**config.mk**
```make
export PLATFORM = sky130hd
export DESIGN_NAME = damage_router_flat
export DESIGN_NICKNAME = d
export VERILOG_FILES = /design/src/rtl/damage_router_if.sv /design/src/rtl/damage_router.sv /design/src/flat_wrapper.sv
export SDC_FILE = /design/constraint.sdc
export NUM_CORES = 2
export LEC_CHECK = 0
export BUFFER_PORTS_ARGS = -buffer_cell sky130_fd_sc_hd__buf_2
export CAP_MARGIN = 10
export CORE_ASPECT_RATIO = 2
export CORE_UTILIZATION = 53
export DETAILED_ROUTE_END_ITERATION = 6
export GPL_ROUTABILITY_DRIVEN = 0
export HOLD_SLACK_MARGIN = 0.05
export PLACE_DENSITY = 0.86
export SLEW_MARGIN = 15
export SYNTH_ARGS = -nofsm -noshare
export SYNTH_HDL_FRONTEND = slang
export SYNTH_SLANG_ARGS = --single-unit
export TNS_END_PERCENT = 100
```
**constraint.sdc**
```tcl
create_clock -name clk -period 5.95 [get_ports clk]
set_input_delay 1.19 -clock clk [delete_from_list [all_inputs] [get_ports clk]]
set_output_delay 1.19 -clock clk [all_outputs]
set_load 0.05 [all_outputs]
```
**src/rtl/damage_router_if.sv**
```systemverilog
// Connection bundle for damage_router: both damage handshakes, spawn/restart controls
// and the published game state.
interface damage_router_if #(
  parameter int NUM_SLOTS = 16,
  parameter int DMG_W     = 9,
  parameter int HP_W      = 10
);
  localparam int SLOT_W = $clog2(NUM_SLOTS);
  localparam int SEL_W  = SLOT_W + 1;

  logic                      unit_dmg_valid;
  logic                      unit_dmg_ready;
  logic [SEL_W-1:0]          unit_dmg_sel;
  logic [DMG_W-1:0]          unit_dmg_amt;
  logic                      enemy_dmg_valid;
  logic                      enemy_dmg_ready;
  logic [SEL_W-1:0]          enemy_dmg_sel;
  logic [DMG_W-1:0]          enemy_dmg_amt;
  logic                      spawn_valid;
  logic                      spawn_side;
  logic [SLOT_W-1:0]         spawn_slot;
  logic [HP_W-1:0]           spawn_hp;
  logic                      restart;
  logic [NUM_SLOTS*HP_W-1:0] unit_hp;
  logic [NUM_SLOTS*HP_W-1:0] enemy_hp;
  logic [NUM_SLOTS-1:0]      unit_alive;
  logic [NUM_SLOTS-1:0]      enemy_alive;
  logic [HP_W-1:0]           friendly_tower_hp;
  logic [HP_W-1:0]           enemy_tower_hp;
  logic                      game_over;
  logic                      friendly_won;
  logic [7:0]                drop_count;

  modport master (
    output unit_dmg_valid, unit_dmg_sel, unit_dmg_amt,
    output enemy_dmg_valid, enemy_dmg_sel, enemy_dmg_amt,
    output spawn_valid, spawn_side, spawn_slot, spawn_hp, restart,
    input  unit_dmg_ready, enemy_dmg_ready,
    input  unit_hp, enemy_hp, unit_alive, enemy_alive,
    input  friendly_tower_hp, enemy_tower_hp, game_over, friendly_won, drop_count
  );

  modport slave (
    input  unit_dmg_valid, unit_dmg_sel, unit_dmg_amt,
    input  enemy_dmg_valid, enemy_dmg_sel, enemy_dmg_amt,
    input  spawn_valid, spawn_side, spawn_slot, spawn_hp, restart,
    output unit_dmg_ready, enemy_dmg_ready,
    output unit_hp, enemy_hp, unit_alive, enemy_alive,
    output friendly_tower_hp, enemy_tower_hp, game_over, friendly_won, drop_count
  );
endinterface

```
**src/rtl/damage_router.sv**
```systemverilog
// Per-side damage event queues feeding saturating HP updates for unit slots and towers,
// with a RUN/OVER game state machine. Side index 0 is friendly, 1 is enemy.
module damage_router #(
  parameter int NUM_SLOTS  = 16,
  parameter int DMG_W      = 9,
  parameter int HP_W       = 10,
  parameter int FIFO_DEPTH = 4,
  parameter int TOWER_HP   = 500
) (
  input logic            clk,
  input logic            rst_n,
  damage_router_if.slave bus
);
  localparam int SLOT_W = $clog2(NUM_SLOTS);
  localparam int SEL_W  = SLOT_W + 1;
  localparam int AW     = $clog2(FIFO_DEPTH);
  localparam int MW     = (DMG_W > HP_W) ? DMG_W : HP_W;
  localparam logic [HP_W-1:0]  TOWER_INIT = HP_W'(TOWER_HP);
  localparam logic [SEL_W-1:0] SEL_TOWER  = SEL_W'(NUM_SLOTS);
  localparam logic [AW:0]      PTR_ONE    = (AW+1)'(1);

  typedef enum logic {ST_RUN, ST_OVER} state_t;
  state_t r_state, w_state_next;

  logic [AW:0]          r_wr_ptr   [2];
  logic [AW:0]          r_rd_ptr   [2];
  logic [SEL_W-1:0]     r_fifo_sel [2][FIFO_DEPTH];
  logic [DMG_W-1:0]     r_fifo_amt [2][FIFO_DEPTH];
  logic [HP_W-1:0]      r_hp       [2][NUM_SLOTS];
  logic [NUM_SLOTS-1:0] r_alive    [2];
  logic [HP_W-1:0]      r_tower    [2];
  logic                 r_won;
  logic [7:0]           r_drop_count;

  logic             w_valid      [2];
  logic [SEL_W-1:0] w_in_sel     [2];
  logic [DMG_W-1:0] w_in_amt     [2];
  logic             w_full       [2];
  logic             w_empty      [2];
  logic             w_push       [2];
  logic [SEL_W-1:0] w_head_sel   [2];
  logic [DMG_W-1:0] w_head_amt   [2];
  logic [SLOT_W-1:0] w_slot      [2];
  logic             w_tower_hit  [2];
  logic             w_spawn      [2];
  logic             w_apply      [2];
  logic             w_drop       [2];
  logic [HP_W-1:0]  w_new_hp     [2];
  logic [HP_W-1:0]  w_tower_next [2];
  logic [1:0]       w_drop_inc;
  logic [8:0]       w_drop_sum;
  logic             w_run;

  function automatic logic [HP_W-1:0] sat_sub(input logic [HP_W-1:0] hp,
                                              input logic [DMG_W-1:0] amt);
    logic [MW-1:0] hp_x;
    logic [MW-1:0] amt_x;
    hp_x  = MW'(hp);
    amt_x = MW'(amt);
    return (amt_x >= hp_x) ? '0 : HP_W'(hp_x - amt_x);
  endfunction

  assign w_valid[0]  = bus.unit_dmg_valid;
  assign w_valid[1]  = bus.enemy_dmg_valid;
  assign w_in_sel[0] = bus.unit_dmg_sel;
  assign w_in_sel[1] = bus.enemy_dmg_sel;
  assign w_in_amt[0] = bus.unit_dmg_amt;
  assign w_in_amt[1] = bus.enemy_dmg_amt;

  // Ready is held low during reset; otherwise it reflects only the stored fill level.
  assign bus.unit_dmg_ready  = rst_n & ~w_full[0];
  assign bus.enemy_dmg_ready = rst_n & ~w_full[1];

  always_comb begin
    w_run      = (r_state == ST_RUN) && !bus.restart;
    w_drop_inc = '0;
    for (int s = 0; s < 2; s++) begin
      w_full[s]       = (r_wr_ptr[s][AW] != r_rd_ptr[s][AW]) &&
                        (r_wr_ptr[s][AW-1:0] == r_rd_ptr[s][AW-1:0]);
      w_empty[s]      = (r_wr_ptr[s] == r_rd_ptr[s]);
      w_push[s]       = w_valid[s] && !w_full[s] && !bus.restart;
      w_head_sel[s]   = r_fifo_sel[s][r_rd_ptr[s][AW-1:0]];
      w_head_amt[s]   = r_fifo_amt[s][r_rd_ptr[s][AW-1:0]];
      w_slot[s]       = w_head_sel[s][SLOT_W-1:0];
      w_tower_hit[s]  = (w_head_sel[s] >= SEL_TOWER);
      w_spawn[s]      = w_run && bus.spawn_valid && (int'(bus.spawn_side) == s) &&
                        (int'(bus.spawn_slot) < NUM_SLOTS);
      w_apply[s]      = 1'b0;
      w_drop[s]       = 1'b0;
      w_new_hp[s]     = '0;
      w_tower_next[s] = r_tower[s];
      // A spawn on the slot being hit this edge overrides the damage, which counts as dropped.
      if (!w_empty[s] && w_run) begin
        if (w_tower_hit[s]) begin
          w_apply[s]      = 1'b1;
          w_new_hp[s]     = sat_sub(r_tower[s], w_head_amt[s]);
          w_tower_next[s] = w_new_hp[s];
        end else if (r_alive[s][w_slot[s]] &&
                     !(w_spawn[s] && (bus.spawn_slot == w_slot[s]))) begin
          w_apply[s]  = 1'b1;
          w_new_hp[s] = sat_sub(r_hp[s][w_slot[s]], w_head_amt[s]);
        end else begin
          w_drop[s] = 1'b1;
        end
      end
      w_drop_inc = w_drop_inc + {1'b0, w_drop[s]};
    end
  end

  assign w_drop_sum = {1'b0, r_drop_count} + {7'b0, w_drop_inc};

  always_comb begin
    w_state_next = r_state;
    case (r_state)
      ST_RUN:  if (!bus.restart && (w_tower_next[0] == '0 || w_tower_next[1] == '0))
                 w_state_next = ST_OVER;
      ST_OVER: if (bus.restart) w_state_next = ST_RUN;
      default: w_state_next = ST_RUN;
    endcase
  end

  always_ff @(posedge clk or negedge rst_n) begin
    if (!rst_n) r_state <= ST_RUN;
    else        r_state <= w_state_next;
  end

  always_ff @(posedge clk) begin
    for (int s = 0; s < 2; s++) begin
      if (w_push[s]) begin
        r_fifo_sel[s][r_wr_ptr[s][AW-1:0]] <= w_in_sel[s];
        r_fifo_amt[s][r_wr_ptr[s][AW-1:0]] <= w_in_amt[s];
      end
    end
  end

  always_ff @(posedge clk or negedge rst_n) begin
    if (!rst_n) begin
      for (int s = 0; s < 2; s++) begin
        r_wr_ptr[s] <= '0;
        r_rd_ptr[s] <= '0;
        r_alive[s]  <= '0;
        r_tower[s]  <= TOWER_INIT;
        for (int i = 0; i < NUM_SLOTS; i++) r_hp[s][i] <= '0;
      end
      r_won        <= 1'b0;
      r_drop_count <= '0;
    end else if (bus.restart) begin
      for (int s = 0; s < 2; s++) begin
        r_wr_ptr[s] <= '0;
        r_rd_ptr[s] <= '0;
        r_alive[s]  <= '0;
        r_tower[s]  <= TOWER_INIT;
        for (int i = 0; i < NUM_SLOTS; i++) r_hp[s][i] <= '0;
      end
      r_won        <= 1'b0;
      r_drop_count <= '0;
    end else begin
      for (int s = 0; s < 2; s++) begin
        if (w_push[s])   r_wr_ptr[s] <= r_wr_ptr[s] + PTR_ONE;
        if (!w_empty[s]) r_rd_ptr[s] <= r_rd_ptr[s] + PTR_ONE;
        r_tower[s] <= w_tower_next[s];
        if (w_apply[s] && !w_tower_hit[s]) begin
          r_hp[s][w_slot[s]] <= w_new_hp[s];
          if (w_new_hp[s] == '0) r_alive[s][w_slot[s]] <= 1'b0;
        end
        if (w_spawn[s]) begin
          r_hp[s][bus.spawn_slot]    <= bus.spawn_hp;
          r_alive[s][bus.spawn_slot] <= (bus.spawn_hp != '0);
        end
      end
      r_drop_count <= (w_drop_sum > 9'd255) ? 8'hFF : w_drop_sum[7:0];
      // A simultaneous double tower kill is scored as a friendly loss.
      if (r_state == ST_RUN && w_state_next == ST_OVER)
        r_won <= (w_tower_next[1] == '0) && (w_tower_next[0] != '0);
    end
  end

  for (genvar i = 0; i < NUM_SLOTS; i++) begin : g_hp
    assign bus.unit_hp[i*HP_W +: HP_W]  = r_hp[0][i];
    assign bus.enemy_hp[i*HP_W +: HP_W] = r_hp[1][i];
  end

  assign bus.unit_alive        = r_alive[0];
  assign bus.enemy_alive       = r_alive[1];
  assign bus.friendly_tower_hp = r_tower[0];
  assign bus.enemy_tower_hp    = r_tower[1];
  assign bus.game_over         = (r_state == ST_OVER);
  assign bus.friendly_won      = r_won;
  assign bus.drop_count        = r_drop_count;
endmodule
```
**src/flat_wrapper.sv**
```systemverilog
// flat-port wrapper written by rule: the top's interface ports become plain ports
module damage_router_flat 
#(
  parameter int NUM_SLOTS  = 16,
  parameter int DMG_W      = 9,
  parameter int HP_W       = 10,
  parameter int FIFO_DEPTH = 4,
  parameter int TOWER_HP   = 500
)
  (clk, rst_n, bus_unit_dmg_valid, bus_unit_dmg_sel, bus_unit_dmg_amt, bus_enemy_dmg_valid, bus_enemy_dmg_sel, bus_enemy_dmg_amt, bus_spawn_valid, bus_spawn_side, bus_spawn_slot, bus_spawn_hp, bus_restart, bus_unit_dmg_ready, bus_enemy_dmg_ready, bus_unit_hp, bus_enemy_hp, bus_unit_alive, bus_enemy_alive, bus_friendly_tower_hp, bus_enemy_tower_hp, bus_game_over, bus_friendly_won, bus_drop_count);
  damage_router_if #(.NUM_SLOTS(NUM_SLOTS), .DMG_W(DMG_W), .HP_W(HP_W)) bus_i ();
  input logic clk;
  input logic rst_n;
  input wire logic [$bits(bus_i.unit_dmg_valid)-1:0] bus_unit_dmg_valid;
  input wire logic [$bits(bus_i.unit_dmg_sel)-1:0] bus_unit_dmg_sel;
  input wire logic [$bits(bus_i.unit_dmg_amt)-1:0] bus_unit_dmg_amt;
  input wire logic [$bits(bus_i.enemy_dmg_valid)-1:0] bus_enemy_dmg_valid;
  input wire logic [$bits(bus_i.enemy_dmg_sel)-1:0] bus_enemy_dmg_sel;
  input wire logic [$bits(bus_i.enemy_dmg_amt)-1:0] bus_enemy_dmg_amt;
  input wire logic [$bits(bus_i.spawn_valid)-1:0] bus_spawn_valid;
  input wire logic [$bits(bus_i.spawn_side)-1:0] bus_spawn_side;
  input wire logic [$bits(bus_i.spawn_slot)-1:0] bus_spawn_slot;
  input wire logic [$bits(bus_i.spawn_hp)-1:0] bus_spawn_hp;
  input wire logic [$bits(bus_i.restart)-1:0] bus_restart;
  output wire logic [$bits(bus_i.unit_dmg_ready)-1:0] bus_unit_dmg_ready;
  output wire logic [$bits(bus_i.enemy_dmg_ready)-1:0] bus_enemy_dmg_ready;
  output wire logic [$bits(bus_i.unit_hp)-1:0] bus_unit_hp;
  output wire logic [$bits(bus_i.enemy_hp)-1:0] bus_enemy_hp;
  output wire logic [$bits(bus_i.unit_alive)-1:0] bus_unit_alive;
  output wire logic [$bits(bus_i.enemy_alive)-1:0] bus_enemy_alive;
  output wire logic [$bits(bus_i.friendly_tower_hp)-1:0] bus_friendly_tower_hp;
  output wire logic [$bits(bus_i.enemy_tower_hp)-1:0] bus_enemy_tower_hp;
  output wire logic [$bits(bus_i.game_over)-1:0] bus_game_over;
  output wire logic [$bits(bus_i.friendly_won)-1:0] bus_friendly_won;
  output wire logic [$bits(bus_i.drop_count)-1:0] bus_drop_count;
  assign bus_i.unit_dmg_valid = bus_unit_dmg_valid;
  assign bus_i.unit_dmg_sel = bus_unit_dmg_sel;
  assign bus_i.unit_dmg_amt = bus_unit_dmg_amt;
  assign bus_i.enemy_dmg_valid = bus_enemy_dmg_valid;
  assign bus_i.enemy_dmg_sel = bus_enemy_dmg_sel;
  assign bus_i.enemy_dmg_amt = bus_enemy_dmg_amt;
  assign bus_i.spawn_valid = bus_spawn_valid;
  assign bus_i.spawn_side = bus_spawn_side;
  assign bus_i.spawn_slot = bus_spawn_slot;
  assign bus_i.spawn_hp = bus_spawn_hp;
  assign bus_i.restart = bus_restart;
  assign bus_unit_dmg_ready = bus_i.unit_dmg_ready;
  assign bus_enemy_dmg_ready = bus_i.enemy_dmg_ready;
  assign bus_unit_hp = bus_i.unit_hp;
  assign bus_enemy_hp = bus_i.enemy_hp;
  assign bus_unit_alive = bus_i.unit_alive;
  assign bus_enemy_alive = bus_i.enemy_alive;
  assign bus_friendly_tower_hp = bus_i.friendly_tower_hp;
  assign bus_enemy_tower_hp = bus_i.enemy_tower_hp;
  assign bus_game_over = bus_i.game_over;
  assign bus_friendly_won = bus_i.friendly_won;
  assign bus_drop_count = bus_i.drop_count;
  damage_router #(.NUM_SLOTS(NUM_SLOTS), .DMG_W(DMG_W), .HP_W(HP_W), .FIFO_DEPTH(FIFO_DEPTH), .TOWER_HP(TOWER_HP)) u_core (.clk(clk), .rst_n(rst_n), .bus(bus_i));
endmodule
```
==> impl_table.tex <==
\begin{tabular}{lr}
\hline
Metric & Value \\
\hline
\multicolumn{2}{l}{\textbf{Run status}} \\
\quad Result of the run & finished, violations left \\
\quad Violations in the final reports & design-rule violations \\
\multicolumn{2}{l}{\textbf{Synthesis}} \\
\quad Synth Warn \# & 0 \\
\quad Net count after synthesis & 3027 \\
\quad Post-synth ARST share & 77.9\% \\
\quad Library cell with the largest summed area after synthesis & dfrtp\_1 \\
\quad Most frequent cells after synthesis & 485 x nor2\_1, 395 x nand2\_1, 382 x dfrtp\_1 \\
\quad Number of synthesized register bits & 506 \\
\quad Mapped Area & 29200 um\^{}2 \\
\quad Distinct cells, synth & 82 \\
\quad Sequential fraction of the synthesis area & 45.4\% \\
\quad Share of the synthesized area in the top cell type & 32.8\% \\
\quad Leading register cell type out of synthesis & dfrtp\_1 \\
\quad Leading post-synthesis cells by cell area & dfrtp\_1 33\%, edfxtp\_1 12\%, mux4\_2 8.5\% \\
\quad Number of flops mapped to enable cells by yosys & 112 \\
\quad Number of cells produced by synthesis & 2926 \\
\quad Syn avg cell area & 9.97 um\^{}2 \\
\quad Most common cell in the netlist & nor2\_1 \\
\multicolumn{2}{l}{\textbf{Critical path}} \\
\quad Worst EP required & 6.37 ns \\
\quad Most numerous cell on the critical path & buf\_4 \\
\quad Critical Path Sink Type & register \\
\quad RR Startpoint & u\_core.r\_rd\_ptr[1] \\
\quad Highest-delay cell along the critical path & mux4\_2 \\
\quad Top fanout value on the critical path & 18 \\
\quad Largest incremental delay on the critical path & 0.52 ns \\
\quad Worst endpoint data arrival time & 6.13 ns \\
\quad Category of the worst setup path launch point & register \\
\quad Dominant delay contributor by cell family on the critical path & compound AO/OA/AOI/OAI gates \\
\quad Critical-path cell list & buf\_4, mux4\_2, buf\_4, mux4\_2, and2\_1, a211oi\_1, a21oi\_1, ha\_1, nor2b\_1, a221oi\_1, o311ai\_0, buf\_4, or3\_1, nor4b\_1, nand3\_1, a211oi\_2, buf\_4, a31oi\_1 \\
\quad Critical Path Start & u\_core.r\_rd\_ptr[1] \\
\quad WS Path Type & reg -> reg \\
\quad Total buffers and inverters traversed by the critical path & 4 \\
\multicolumn{2}{l}{\textbf{Placed design}} \\
\quad Post-Place Cell Area & 31800 um\^{}2 \\
\quad DPL Wire Length & 84500 um \\
\quad Number of port buffers & 432 \\
\multicolumn{2}{l}{\textbf{Drt}} \\
\quad Via count normalized by instance count & 7.18 \\
\quad Initial DRC count & 4249 \\
\quad Detailed-route via count & 28400 \\
\quad Count of unresolved DRC violations after routing & 13 \\
\quad Avg WL per Cell & 30.7 um \\
\quad Total length of routed wires & 121000 um \\
\quad Antenna viol nets, final & 0 \\
\quad Drt pass-1 iters & 7 \\
\multicolumn{2}{l}{\textbf{Timing}} \\
\quad Endpoints failing setup & 0 \\
\quad Max-slew violation count & 0 \\
\quad Post-layout min period & 5.71 ns \\
\quad RSZ-0062 raised after global routing & no \\
\quad Share of the cycle needed by the critical path after routing & 96.0\% \\
\quad Setup Skew & 0.0503 ns \\
\quad Max transition margin & 10.9\% \\
\quad Highest clock rate & 175 MHz \\
\quad Slew at the pin with the worst max-slew slack & 1.33 ns \\
\quad Post-Route Hold Slack & 0.515 ns \\
\quad Setup TNS & 0 ns \\
\quad Number of endpoints with negative hold slack in the final report & 0 \\
\multicolumn{2}{l}{\textbf{Die}} \\
\quad Total core area & 54400 um\^{}2 \\
\quad DIE WIDTH & 168 um \\
\quad Area enclosed by the die boundary & 56000 um\^{}2 \\
\quad Initial core utilization & 53.7\% \\
\quad Y dimension of the die & 334 um \\
\quad FP Rows & 121 \\
\quad Top-level I/O count & 433 \\
\multicolumn{2}{l}{\textbf{Global routing}} \\
\quad First-pass GRT wire length & 178000 um \\
\quad Total global routing track utilization & 43.2\% \\
\quad Maximum number of pins on one net before global-route repair & 143 \\
\quad Antenna violations before repair & 13 \\
\quad Via count of the first global-routing pass & 27400 \\
\quad Global route total overflow & 0 \\
\multicolumn{2}{l}{\textbf{Finish}} \\
\quad Area growth from synthesis to layout & 14.7\% \\
\quad Layout Nets & 3335 \\
\quad Share of cells above drive strength 1 & 26.2\% \\
\quad Final instance area & 33500 um\^{}2 \\
\multicolumn{2}{l}{\textbf{Pwr}} \\
\quad Worst supply voltage drop on vdd & 231 uV \\
\quad Proportion of power drawn by flip-flops and latches & 30.8\% \\
\quad Leakage power of the design & 14.8 nW \\
\quad Clock network fraction of total power & 26.1\% \\
\quad Internal power summed over all cells & 7.29 mW \\
\quad Sw Pwr & 5.20 mW \\
\quad Overall power of the completed layout & 12.5 mW \\
\quad Power Dens Cells & 373 nW/um\^{}2 \\
\quad Fraction of power consumed by combinational cells & 43.1\% \\
\quad Switching part of the total & 41.6\% \\
\multicolumn{2}{l}{\textbf{Min path}} \\
\quad Path class of the lowest-slack min-delay path & in -> async \\
\multicolumn{2}{l}{\textbf{Clock network}} \\
\quad CTS tree & yes \\
\quad CTS Buf Count & 47 \\
\quad \# H-tree levels & 2 \\
\quad Number of sinks on the clock net & 506 \\
\quad Hold-fix buffers at CTS & 0 \\
\quad Post-CTS Setup Repair Bufs & 0 \\
\quad Max Buffers Root-to-Sink & 3 \\
\quad CTS Root Cell & clkbuf\_16 \\
\quad \# resized after CTS & 0 \\
\quad Clock insertion delay at the later pin of the skew report & 0.62 ns \\
\quad Clock edge transition at the registers on the reported setup and hold paths & 0.07 ns \\
\multicolumn{2}{l}{\textbf{Run}} \\
\quad Number of violations of the max-capacitance limit & 0 \\
\hline
\end{tabular}
kinds of logic after synthesis:
logic type      Yosys count  share of synthesized area, %
simple gates           1158                          17.2
compound gates          681                          18.9
flops                   506                          45.4
buf+inv                 315                          4.35
mux                     165                          10.4
fa+ha+maj                52                          2.36
xor+xnor                 49                          1.47
metrics by stage:
stage	worst slack (ns)	cells	utilization (%)
floorplan	0.262	2926	-
global placement	0.611	3861	58.5
detailed placement	0.490	3861	58.5
CTS	0.482	3948	61.5
global route	0.0788	3952	61.6
finish	0.239	3956	61.6
flip-flops by register name, summed over array words and instances (netlist names), 6 cells and up:
| register | count |
|---|---|
| u_core.r_wr_ptr | 6 |
| u_core.bus.enemy_alive | 16 |
| u_core.r_fifo_amt | 72 |
| u_core.bus.enemy_hp | 160 |
| u_core.bus.enemy_tower_hp | 10 |
| u_core.r_fifo_sel | 40 |
| u_core.bus.unit_alive | 16 |
| u_core.bus.friendly_tower_hp | 10 |
| u_core.bus.unit_hp | 160 |
| u_core.bus.drop_count | 8 |
| u_core.r_rd_ptr | 6 |
cells in the final DEF (no fill, tap or decap), drive strengths merged, types with 47 or more instances in the layout:
cell,Yosys,final
a311oi,138,138
mux2i,51,51
inv,61,65
nor3,48,48
mux4,110,110
nand2,395,395
a21oi,103,103
edfxtp,112,112
nor2,485,485
a211oi,73,73
buf,55,513
ha,47,47
dfrtp,382,382
clkbuf,199,64
o21ai,76,76
o221a,78,78
per-layer routing:
layer,global-route usage [%],wire (um),vias to the layer above
li1,-,-,11400
met1,44.8,35300,13400
met2,69.0,55900,2674
met3,14.1,16100,902
met4,39.8,13900,12
met5,0.710,116,-
power groups by stage:
stage,clock (mW),combinational [mW],sequential [mW]
after floorplan,0,3.38,4.17
after global placement,0,5.03,3.90
after detailed placement,0,5.12,3.91
after CTS,3.26,5.14,3.84
after global routing,3.39,5.64,3.86
final,3.27,5.38,3.85
final timing paths:
check | endpoint | slack, ns | cells after the start
max | u_core.bus.enemy_alive[15] | 0.24 | 18
min | u_core.bus.unit_hp[65] | 0.52 | 1
max reg2reg | u_core.bus.enemy_alive[15] | 0.24 | 18
min reg2reg | u_core.bus.enemy_hp[143] | 0.52 | 1
max in group asynchronous | u_core.r_rd_ptr[0] | 3.46 | 3
min in group clk | u_core.bus.enemy_hp[143] | 0.52 | 1
final cells by class:
type	count	area (um^2)
Tap cell	676	846
Sequential cell	506	13200
Antenna cell	8	20.0
Clock buffer	64	1300
Inverter	61	229
Clock inverter	23	317
Timing Repair Buffer	513	2820
Multi-Input combinational cell	2105	14700
Fill cell	4364	20900
Note: power is estimated with default switching activity, not from simulation.
